`src/rtl/router_pkg.sv`:
```
// ---------------------------------------------------------------------------
// router_pkg
// Shared definitions for the input side of the 1x3 router: the controller
// state encoding, the header field layout and the destination constants.
// Ports: none (package).
// ---------------------------------------------------------------------------
package router_pkg;

    typedef enum logic [1:0] {
        IDLE,
        LOAD_DATA,
        DROP,
        CHECK
    } state_e;

    // Header byte layout: destination in the low bits, payload length above.
    localparam int ADDR_LSB = 0;
    localparam int ADDR_W   = 2;
    localparam int LEN_LSB  = 2;
    localparam int LEN_W    = 6;

    // The one destination code that has no FIFO behind it.
    localparam logic [ADDR_W-1:0] ADDR_INVALID = 2'b11;

    localparam int NUM_DEST = 3;

endpackage

```
`src/rtl/router_pkt_chk.sv`:
```
// ---------------------------------------------------------------------------
// router_pkt_chk
// Per-packet integrity tracker: running XOR parity, payload byte counter and
// the latched payload length, plus the compare logic used on the parity byte.
// Ports:
//   clock, resetn  - clock and asynchronous active-low reset
//   clear_i        - header accepted: seed parity with the header, zero count
//   update_i       - payload byte accepted: fold into parity, bump count
//   data_i         - current byte on the input bus
//   atLen_o        - payload count has reached the header length
//   checkFail_o    - data_i as parity byte would fail (parity or length)
// ---------------------------------------------------------------------------
module router_pkt_chk
    import router_pkg::*;
(
    input  logic       clock,
    input  logic       resetn,
    input  logic       clear_i,
    input  logic       update_i,
    input  logic [7:0] data_i,
    output logic       atLen_o,
    output logic       checkFail_o
);

    logic [7:0]       parity_q, parity_d;
    logic [LEN_W-1:0] count_q,  count_d;
    logic [LEN_W-1:0] len_q,    len_d;

    // A header restarts the accumulator from the header byte itself, so the
    // expected parity naturally covers header plus payload.
    always_comb begin
        parity_d = parity_q;
        count_d  = count_q;
        len_d    = len_q;
        if (clear_i) begin
            parity_d = data_i;
            count_d  = '0;
            len_d    = data_i[LEN_LSB +: LEN_W];
        end else if (update_i) begin
            parity_d = parity_q ^ data_i;
            count_d  = count_q + LEN_W'(1);
        end
    end

    // Plain state registers, cleared by reset so an aborted packet leaves
    // nothing behind.
    always_ff @(posedge clock or negedge resetn) begin
        if (!resetn) begin
            parity_q <= '0;
            count_q  <= '0;
            len_q    <= '0;
        end else begin
            parity_q <= parity_d;
            count_q  <= count_d;
            len_q    <= len_d;
        end
    end

    assign atLen_o     = (count_q == len_q);
    assign checkFail_o = (parity_q != data_i) | (count_q != len_q);

endmodule

```
`src/rtl/router_src_ctrl.sv`:
```
// ---------------------------------------------------------------------------
// router_src_ctrl
// Input-side packet controller of the 1x3 router. Decodes the header, steers
// each byte of a packet into one destination FIFO with zero latency, stalls
// the source while the target FIFO is full, and flags bad packets.
// Ports:
//   clock, resetn  - clock and asynchronous active-low reset
//   data_in        - packet byte from the source
//   pkt_valid      - high for header/payload, low for the parity byte
//   fifo_full      - per-destination FIFO full flags
//   busy           - source must hold its byte while high
//   error          - one-cycle pulse, packet failed its check
//   pkt_done       - one-cycle pulse, packet finished
//   fifo_data      - byte to the FIFOs (mirrors data_in)
//   fifo_we        - one-hot write enable per destination
// ---------------------------------------------------------------------------
module router_src_ctrl
    import router_pkg::*;
#(
    parameter int DW = 8
) (
    input  logic                clock,
    input  logic                resetn,
    input  logic [DW-1:0]       data_in,
    input  logic                pkt_valid,
    input  logic [NUM_DEST-1:0] fifo_full,
    output logic                busy,
    output logic                error,
    output logic                pkt_done,
    output logic [DW-1:0]       fifo_data,
    output logic [NUM_DEST-1:0] fifo_we
);

    state_e              state_q, state_d;
    logic [ADDR_W-1:0]   dest_q, dest_d;
    logic                error_q, error_d;
    logic                pktDone_q, pktDone_d;

    logic [ADDR_W-1:0]   hdrDest;
    logic                hdrValid;
    logic [2**ADDR_W-1:0] fullExt;
    logic                busyRaw;
    logic                accept;
    logic                inBody;
    logic                parityByte;
    logic                hdrAccept;
    logic                payloadAccept;
    logic                parityAccept;
    logic                doWrite;
    logic [ADDR_W-1:0]   writeDest;
    logic                atLen;
    logic                checkFail;

    assign hdrDest  = data_in[ADDR_LSB +: ADDR_W];
    assign hdrValid = (hdrDest != ADDR_INVALID);

    // Padding the full flags out to the address range lets the invalid code
    // index a constant zero instead of an out-of-range bit.
    assign fullExt = {{(2**ADDR_W-NUM_DEST){1'b0}}, fifo_full};

    // Back-pressure and byte acceptance. In IDLE the target is still on the
    // bus, so busy looks at the incoming header; afterwards it uses the
    // latched destination. CHECK always stalls to give the dead cycle.
    always_comb begin
        busyRaw = 1'b0;
        accept  = 1'b0;
        case (state_q)
            IDLE: begin
                busyRaw = pkt_valid & hdrValid & fullExt[hdrDest];
                accept  = pkt_valid & ~busyRaw;
            end
            LOAD_DATA: begin
                busyRaw = fullExt[dest_q];
                accept  = ~busyRaw;
            end
            DROP: begin
                accept = 1'b1;
            end
            CHECK: begin
                busyRaw = 1'b1;
            end
            default: ;
        endcase
    end

    assign inBody        = (state_q == LOAD_DATA) | (state_q == DROP);
    assign parityByte    = ~pkt_valid | atLen;
    assign hdrAccept     = accept & (state_q == IDLE);
    assign payloadAccept = accept & inBody & ~parityByte;
    assign parityAccept  = accept & inBody & parityByte;

    router_pkt_chk u_chk (
        .clock       (clock),
        .resetn      (resetn),
        .clear_i     (hdrAccept),
        .update_i    (payloadAccept),
        .data_i      (data_in),
        .atLen_o     (atLen),
        .checkFail_o (checkFail)
    );

    // Write path: header (valid dest) and every LOAD_DATA byte go straight
    // through in the cycle they are accepted. Held low during reset.
    assign writeDest = (state_q == IDLE) ? hdrDest : dest_q;
    assign doWrite   = resetn & accept &
                       (((state_q == IDLE) & hdrValid) | (state_q == LOAD_DATA));

    always_comb begin
        for (int i = 0; i < NUM_DEST; i++) begin
            fifo_we[i] = doWrite & (writeDest == ADDR_W'(i));
        end
    end

    assign fifo_data = data_in;
    assign busy      = resetn & busyRaw;

    // Next-state and status decisions. error/pkt_done are prepared on the
    // parity-byte edge so that they appear, registered, during CHECK.
    always_comb begin
        state_d   = state_q;
        dest_d    = dest_q;
        error_d   = 1'b0;
        pktDone_d = 1'b0;
        case (state_q)
            IDLE: begin
                if (hdrAccept) begin
                    dest_d  = hdrDest;
                    state_d = hdrValid ? LOAD_DATA : DROP;
                end
            end
            LOAD_DATA: begin
                if (parityAccept) begin
                    state_d   = CHECK;
                    pktDone_d = 1'b1;
                    error_d   = checkFail | pkt_valid;
                end
            end
            DROP: begin
                if (parityAccept) begin
                    state_d   = CHECK;
                    pktDone_d = 1'b1;
                    error_d   = 1'b1;
                end
            end
            CHECK: begin
                state_d = IDLE;
            end
            default: state_d = IDLE;
        endcase
    end

    // Controller state and registered status outputs.
    always_ff @(posedge clock or negedge resetn) begin
        if (!resetn) begin
            state_q   <= IDLE;
            dest_q    <= '0;
            error_q   <= 1'b0;
            pktDone_q <= 1'b0;
        end else begin
            state_q   <= state_d;
            dest_q    <= dest_d;
            error_q   <= error_d;
            pktDone_q <= pktDone_d;
        end
    end

    assign error    = error_q;
    assign pkt_done = pktDone_q;

endmodule

```
`config.mk`:
```
export PLATFORM = sky130hd
export DESIGN_NAME = router_src_ctrl
export DESIGN_NICKNAME = d
export VERILOG_FILES = /design/src/rtl/router_pkg.sv /design/src/rtl/router_pkt_chk.sv /design/src/rtl/router_src_ctrl.sv
export SDC_FILE = /design/constraint.sdc
export NUM_CORES = 1
export LEC_CHECK = 0
export ABC_AREA = 1
export CAP_MARGIN = 15
export CORE_MARGIN = 2
export CORE_UTILIZATION = 56
export CTS_BUF_LIST = sky130_fd_sc_hd__clkbuf_8
export DETAILED_ROUTE_END_ITERATION = 12
export GPL_TIMING_DRIVEN = 0
export MAX_ROUTING_LAYER = met4
export PLACE_DENSITY = 0.94
export SLEW_MARGIN = 40
export SYNTH_ARGS = -nofsm -noshare
export SYNTH_HDL_FRONTEND = slang
export SYNTH_HIERARCHICAL = 1
export SYNTH_SLANG_ARGS = --single-unit
```
`constraint.sdc`:
```
create_clock -name clock -period 2.45 [get_ports clock]
set_clock_uncertainty 0.15 [all_clocks]
set_input_delay 0.245 -clock clock [delete_from_list [all_inputs] [get_ports clock]]
set_output_delay 0.245 -clock clock [all_outputs]
set_load 0.01 [all_outputs]
```
==> flow_metrics.py <==
metrics = {
    "placed_design": {
        "io_buffers": 27,
        "place_hpwl_um": 2620,
        "globalplace.congestion": 0.880,
        "dpl.cell_count": 329,
        "place_ws_ns": -0.100,
    },
    "grt": {
        "grt_overflow": 0,
        "grt_pass1_wl_um": 6450,
        "grt_max_degree": 27,
        "grt_pass1_vias": 1448,
        "grt_use_total": 0.242,
        "antenna_found_initial": 0,
    },
    "cells_and_area": {
        "diodes": 0,
        "final-instance-count-excl-fill": 337,
        "area_growth_pct": 25.6,
        "layout-drive-gt1-share": 0.164,
        "nets": 315,
        "fillers": 232,
    },
    "detailed_routing": {
        "avgViaCountPerCell": 4.99,
        "wirelength_um": 3970,
        "dr.max_layer_used": "met4",
        "drt-initial-drc-count": 116,
        "wl_met1_um": 1870,
        "postRouteAntennaNets": 0,
        "dr.pass1.iters": 4,
        "dr_wl_met2_um": 1800,
        "wl_met3_um": 193,
        "drc_errors": 0,
        "vias": 1682,
        "routedWlPerCell_um": 11.8,
    },
    "yosys": {
        "netlist.area_leader.share": 0.362,
        "dominantRegCellSynth": "dfrtp_1",
        "ys_types": 23,
        "avgSynthCellArea_um2": 6.96,
        "yosysMostFrequentCell": "nand2_1",
        "yosysSeqAreaShare": 0.362,
        "ys_warn_count": 6,
        "synth_common_cells": "75 x nand2_1, 47 x inv_1, 26 x dfrtp_1, 23 x nor2_1, 11 x nand3_1",
        "synth_fp_nets": 279,
        "syn-cell-area_um2": 1800,
        "synth_edf_count": 0,
        "syn_inst": 258,
        "ys_ff_latch": 26,
        "yosys-top-cells-area": "dfrtp_1 36%, nand2_1 16%, inv_1 9.8%",
        "yosysTopAreaCell": "dfrtp_1",
        "synth-async-reset-ratio": 1.00,
    },
    "clocking": {
        "clkTransAtPathRegs_ns": 0.09,
        "ctsHtreeMaxLevel": 1,
        "cts_tree": "yes",
        "numCtsBuffers": 3,
        "clk_latency_ns": 0.28,
        "clockRootBuffer": "clkbuf_8",
        "clockBufferDepth": 2,
        "cts_sinks": 26,
    },
    "power": {
        "p_leak_nw": 1.22,
        "ir_worst_vdd_v": 0.000631,
        "p_per_area_nw_per_um2": 1100,
    },
    "setup_path": {
        "r2r_end": "u_chk/count_q[4]",
        "crit_start": "state_q[0]",
        "cp-end-kind": "output pin",
        "r2r_setup_slack_ns": 0.23,
        "path_class": "flop to output pin",
        "reg2reg_depth": 14,
        "required_ns": 2.06,
        "critPathArrivalTime_ns": 1.94,
        "cp_max_fo": 8,
        "regToRegStartpoint": "u_chk/count_q[2]",
        "cp-start-kind": "flop",
    },
    "sta": {
        "slew_violations": 0,
        "setup_tns_ns": 0,
        "post-route-period-util": 0.952,
        "setup_viol_count_final": 0,
        "max_slew_margin": 0.819,
        "tightestPinTransition_ns": 0.268,
        "grt_setup_unrepaired": "false",
        "fin_ws_ns": 0.119,
        "fmax_mhz": 429,
        "fin_crit_ns": 2.33,
        "holdWs_ns": 0.334,
        "finalHoldViolCount": 0,
    },
    "floorplanning": {
        "die_x_um": 60.6,
        "initial_core_util": 0.589,
        "die_y_um": 60.6,
        "dieArea_um2": 3680,
        "core_um2": 3050,
        "num_io_pins": 28,
        "fp-row-count": 20,
    },
    "job": {
        "maxCapViolCount": 0,
    },
    "worst_hold_path": {
        "hp-start": "data_in[1]",
        "holdPathEnd": "dest_q[1]",
        "min_path_cells": 3,
        "hp-class": "primary input to flop",
    },
    "outcome": {
        "status": "finished, final reports clean",
    },
}
==> how the worst max path moves through the flow <==
stage,slack [ns],cells past startpoint,endpoint
finish,0.12,7,busy
global route,0.02,7,busy
CTS,0.16,7,busy
detailed placement,-0.10,10,fifo_we[0]
global placement,-0.60,4,fifo_we[0]
floorplan,0.42,12,u_chk/count_q[4]
==> area by class of cell <==
type,instances,area [um2],area share
Tap cell,44,55.1,0.0244
Buffer,11,77.6,0.0344
Clock inverter,1,30.0,0.0133
Multi-Input combinational cell,167,895,0.396
Inverter,54,203,0.0898
Clock buffer,3,41.3,0.0183
Sequential cell,26,652,0.289
Timing Repair Buffer,31,304,0.135
==> registers in the layout, indices dropped and copies added (netlist names) <==
signal and cells:
state_q 2, dest_q 2, u_chk/count_q 6, u_chk/len_q 6
u_chk/parity_q 8, pkt_done 1, error 1
==> power by group <==
part | internal [W] | switching [W] | total (W)
logic | 0.000531 | 0.000872 | 0.00140
clock network | 0.000219 | 0.000146 | 0.000365
registers | 0.000605 | 0.000101 | 0.000706
total | 0.00136 | 0.00112 | 0.00247
==> repair_timing <==
item / CTS / global route
gates resized for setup: 12 / 1
endpoints found under the hold margin: 26 / 0
setup buffers: 2 / 0
setup endpoints to repair: 4 / 1
hold buffers: 2 / 0
cloned: 0 / 0
==> routing by layer <==
metal,GRT usage,vias up
met5,-,-
met4,0.0932,0
met3,0.0213,13
met2,0.381,64
met1,0.325,751
li1,-,854
==> stage by stage <==
stage	instance area [um2]	utilization	total power [W]
floorplan	1800	-	0.00166
global placement	2120	0.695	0.00193
detailed placement	2120	0.693	0.00197
CTS	2250	0.738	0.00242
global route	2260	0.739	0.00267
finish	2260	0.739	0.00247
==> critical path: stages, from the launching register on <==
cell and delay (ns):
dfrtp_2 0.44, inv_2 0.11, ha_4 0.20, inv_1 0.10
o21ai_2 0.15, nand3b_1 0.08, inv_1 0.05, clkdlybuf4s50_1 0.52
==> logic make-up (layout without fill, tap and decap cells) <==
family,count (synthesis),in the layout,share of synthesized area
AND/OR/NAND/NOR,129,129,0.327
adder cells (fa/ha/maj),7,7,0.0487
buffers and inverters,65,100,0.156
XOR/XNOR,2,2,0.00975
flip-flops,26,26,0.362
AO/OA/AOI/OAI,29,29,0.0961
==> cells in the final DEF, fill, tap and decap left out, types with 7 or more instances in the layout <==
cell type,count
inv_1,45
clkdlybuf4s50_1,21
dfrtp_1,25
inv_2,9
nand3_1,11
nor2_1,23
o21ai_1,7
o211ai_1,7
nand2_1,75
o21ai_0,8
buf_4,11
(Power assumes the default switching activity.)
